==> src/rtl/sample0_mac_pipe.sv <==
// Pipelined signed multiply-accumulate with valid/last sideband, optional accumulation,
// fixed-point output scaling and saturating or wrapping output formatting.
module sample0_mac_pipe #(
    parameter int DIN0_WIDTH = 13,
    parameter int DIN1_WIDTH = 13,
    parameter int DOUT_WIDTH = 13,
    parameter int ACC_WIDTH  = 32,
    parameter int NUM_STAGE  = 3,
    parameter int FRAC_BITS  = 0,
    parameter int SATURATE   = 1
) (
    input  logic                         clk,
    input  logic                         reset,
    input  logic                         ce,
    input  logic                         in_valid,
    input  logic signed [DIN0_WIDTH-1:0] din0,
    input  logic signed [DIN1_WIDTH-1:0] din1,
    input  logic                         acc_en,
    input  logic                         acc_clr,
    input  logic                         in_last,
    output logic                         out_valid,
    output logic signed [DOUT_WIDTH-1:0] dout,
    output logic                         out_last,
    output logic                         ovf
);

    localparam int PW  = DIN0_WIDTH + DIN1_WIDTH;
    // Registers for stages 2..NUM_STAGE-1; the last entry feeds the final stage.
    localparam int DLY = NUM_STAGE - 2;
    localparam logic [DOUT_WIDTH-1:0] DOUT_MAX = {1'b0, {(DOUT_WIDTH-1){1'b1}}};
    localparam logic [DOUT_WIDTH-1:0] DOUT_MIN = {1'b1, {(DOUT_WIDTH-1){1'b0}}};

    // Stage 1
    logic signed [DIN0_WIDTH-1:0] a_q;
    logic signed [DIN1_WIDTH-1:0] b_q;
    logic                         v1_q, en1_q, clr1_q, last1_q;

    // Stages 2..NUM_STAGE-1
    logic signed [PW-1:0] p_q [DLY];
    logic [DLY-1:0]       v_q, en_q, clr_q, last_q;

    // Final stage state
    logic signed [ACC_WIDTH-1:0] acc_q;
    logic                        fresh_q;

    logic signed [PW-1:0]                  prod;
    logic signed [ACC_WIDTH-1:0]           base, acc_d, shifted;
    logic [ACC_WIDTH-DOUT_WIDTH:0]         upper;
    logic                                  in_range, ovf_d;
    logic signed [DOUT_WIDTH-1:0]          dout_d;

    always_comb begin
        prod = PW'(a_q) * PW'(b_q);
    end

    always_comb begin
        base = '0;
        if (en_q[DLY-1] && !clr_q[DLY-1] && !fresh_q) begin
            base = acc_q;
        end
        acc_d    = base + ACC_WIDTH'(p_q[DLY-1]);
        shifted  = acc_d >>> FRAC_BITS;
        // In range when all discarded bits equal the output sign bit.
        upper    = shifted[ACC_WIDTH-1:DOUT_WIDTH-1];
        in_range = (upper == '0) || (upper == '1);
        ovf_d    = !in_range;
        dout_d   = shifted[DOUT_WIDTH-1:0];
        if (SATURATE != 0 && !in_range) begin
            dout_d = shifted[ACC_WIDTH-1] ? DOUT_MIN : DOUT_MAX;
        end
    end

    always_ff @(posedge clk) begin
        if (reset) begin
            v1_q      <= 1'b0;
            v_q       <= '0;
            acc_q     <= '0;
            fresh_q   <= 1'b1;
            dout      <= '0;
            out_valid <= 1'b0;
            out_last  <= 1'b0;
            ovf       <= 1'b0;
        end else if (ce) begin
            a_q     <= din0;
            b_q     <= din1;
            v1_q    <= in_valid;
            en1_q   <= acc_en;
            clr1_q  <= acc_clr;
            last1_q <= in_last;

            p_q[0]    <= prod;
            v_q[0]    <= v1_q;
            en_q[0]   <= en1_q;
            clr_q[0]  <= clr1_q;
            last_q[0] <= last1_q;
            for (int i = 1; i < DLY; i++) begin
                p_q[i]    <= p_q[i-1];
                v_q[i]    <= v_q[i-1];
                en_q[i]   <= en_q[i-1];
                clr_q[i]  <= clr_q[i-1];
                last_q[i] <= last_q[i-1];
            end

            if (v_q[DLY-1]) begin
                acc_q     <= acc_d;
                fresh_q   <= last_q[DLY-1];
                dout      <= dout_d;
                ovf       <= ovf_d;
                out_valid <= 1'b1;
                out_last  <= last_q[DLY-1];
            end else begin
                out_valid <= 1'b0;
                out_last  <= 1'b0;
            end
        end
    end

endmodule
==> config.mk <==
export PLATFORM = sky130hd
export DESIGN_NAME = sample0_mac_pipe
export DESIGN_NICKNAME = d
export VERILOG_FILES = /design/src/rtl/sample0_mac_pipe.sv
export SDC_FILE = /design/constraint.sdc
export NUM_CORES = 1
export LEC_CHECK = 0
export CAP_MARGIN = 20
export CORE_ASPECT_RATIO = 0.7
export CORE_UTILIZATION = 45
export CTS_CLUSTER_SIZE = 14
export DETAILED_ROUTE_END_ITERATION = 8
export SYNTH_ARGS = -nofsm -noshare
export SYNTH_HDL_FRONTEND = slang
export SYNTH_SLANG_ARGS = --single-unit
==> constraint.sdc <==
create_clock -name clk -period 8.75 [get_ports clk]
set_input_delay 1.3125 -clock clk [delete_from_list [all_inputs] [get_ports clk]]
set_output_delay 1.3125 -clock clk [all_outputs]
set_load 0.1 [all_outputs]
==> flow_summary.toml <==
[min_path]
min_path_type = "reg -> reg"

[cts]
cts_buffers = 9
htreeDepth = 3
post_cts_buffers = 0
clock_latency_ps = 370
ctsResizeCount = 0
clockRootBuffer = "clkbuf_16"
cts_hold_buf = 0
cts_tree = "yes"
clk_pin_slew_ps = 90
numClockSinks = 109
cts_max_path_buffers = 2

[sta]
worst_pin_slew_ps = 990
setup_viol = 0
max-slew-margin-rel = 0.338
setup_tns_ps = 0
post-route-min-period_ps = 6690
max_freq_ghz = 0.149
worst_clock_skew_ps = 7.26
maxSlewViolCount = 0
rsz0062_at_grt = "no"
finalCritPeriodShare = 0.765
hold_viol = 0

[floorplan]
fp.dieW_um = 196
die_area_mm2 = 0.0270
io_pins = 49
start_util = 0.460
core_area_mm2 = 0.0258
die_y_um = 138
rows = 49

[synthesis]
ys_top_cells_by_area = "fa_1 27%, edfxtp_1 15%, ha_1 10%"
yosysSeqAreaShare = 0.233
synth_top_area_share = 0.275
synth_most_common_cell = "inv_1"
syn-num-nets = 1557
synth_edf_count = 58
ys_top_cells_by_count = "174 x inv_1, 163 x fa_1, 159 x nand2_1, 108 x and2_1, 98 x ha_1"
synthCells = 1263
ys.flop_type = "edfxtp_1"
ys_ff_latch = 109
syn_avg_cell_area_um2 = 9.40
synth_cell_type_count = 58
yosys.area.top_type = "fa_1"
async_flop_share = 0
yosys_warnings = 0
synth_area_mm2 = 0.0119

[detailed_routing]
wl_um = 25400
firstDrtPassIters = 5
initialDrtViolationCount = 554
via_per_inst = 5.25
ant_nets = 0
drc = 0
num_vias = 8585
wl_per_cell_um = 15.5

[outcome]
status = "finished clean"

[critical_path]
cp.required_ps = 8870
worstPathArrival_ps = 6810
startpoint_type = "flip-flop"
worstPathMaxFanout = 13
path_class = "reg -> reg"
critPathCaptureType = "flip-flop"

[layout]
layout-drive-gt1-share = 0.0281
area_growth_pct = 9.02
diodes = 0
final_core_util = 0.501
fin_nets = 1568

[global_routing]
grt_max_degree = 40
grtUsageTotal = 0.211
grt_pass1_wl_um = 44800
grt-ovfl-total = 0
antenna_found_initial = 0
grt_pass1_vias = 8937

[power_and_ir_drop]
p_leak_nw = 5.82
p_per_area_mw_per_mm2 = 431
vdd_drop_max_mv = 0.611

[placement]
hpwl_um = 20200
routabilityCongestion = 0.888
port_buffers = 48

[run]
max-cap-violations = 0
==> layout make-up <==
type,count,area [um2]
Timing Repair Buffer,55,533
Clock buffer,9,225
Fill cell,2471,12900
Clock inverter,7,77.6
Tap cell,357,447
Sequential cell,109,2760
Inverter,174,653
Multi-Input combinational cell,925,8240
==> through the flow <==
stage	hold WS (ps)	worst slack, ps	instances	total power, mW	cell area (um2)
floorplan	400	2620	1263	4.37	11900
global placement	402	2220	1620	5.10	12600
detailed placement	405	2100	1620	5.17	12600
CTS	425	2070	1636	5.63	12900
global route	435	1660	1636	6.32	12900
finish	427	2060	1636	5.58	12900
==> critical path, cell delays in order, from the launching register on <==
cell      delay [ps]
edfxtp_1         590
and2_1           270
fa_1             530
inv_1             50
fa_1             470
inv_1             50
fa_1             500
inv_1             50
fa_1             530
inv_1             50
fa_1             430
ha_1             280
ha_1             320
o21ai_0          110
a21boi_0         180
o211ai_1         210
nand2_1          100
and4_1           260
o31ai_2          400
o21ai_0          250
or4_1            520
a31oi_1          210
xnor2_1           80
==> cell usage in the layout (no fill, tap or decap), drive strengths merged, types with 48 or more instances in the layout <==
| cell type | count |
|---|---|
| clkdlybuf4s50 | 48 |
| inv | 177 |
| fa | 163 |
| dfxtp | 51 |
| and2 | 108 |
| nand2 | 159 |
| a21oi | 84 |
| nor2 | 60 |
| edfxtp | 58 |
| ha | 98 |
==> flip-flops by register name, indices dropped and copies added (netlist names), 13 cells and up <==
register,flops
a_q,13
acc_q,32
b_q,13
dout,13
p_q,26
==> metal layers <==
| layer | share of wire | up-vias | global-route usage |
|---|---|---|---|
| met5 | 0 | - | 0 |
| met4 | 0.013 | 0 | 0.0456 |
| met3 | 0.045 | 20 | 0.0357 |
| met2 | 0.44 | 174 | 0.335 |
| met1 | 0.51 | 4277 | 0.303 |
| li1 | - | 4114 | - |
==> worst paths after layout <==
kind | startpoint | to | slack (ps) | cells past startpoint
worst max-delay path | a_q[7]$_DFFE_PP_ | p_q[0][25]$_DFFE_PP_ | 2060 | 22
worst min-delay path | clr1_q$_DFFE_PP_ | clr_q$_DFFE_PP_ | 430 | 0
worst max register to register | a_q[7]$_DFFE_PP_ | p_q[0][25]$_DFFE_PP_ | 2060 | 22
worst min register to register | clr1_q$_DFFE_PP_ | clr_q$_DFFE_PP_ | 430 | 0
==> logic make-up after synthesis <==
kind of cell / synth area share
and+or+nand+nor: 0.170
adders and majority gates: 0.378
buffers and inverters: 0.0739
AOI/OAI and AO/OA: 0.105
DFF: 0.233
xor gates and xnor gates: 0.0362
muxes: 0.00348
==> power by group <==
part | internal (mW) | switching, mW
Sequential | 0.853 | 0.0641
Combinational | 1.93 | 2.30
Clock | 0.205 | 0.232
(Power assumes the default switching activity.)
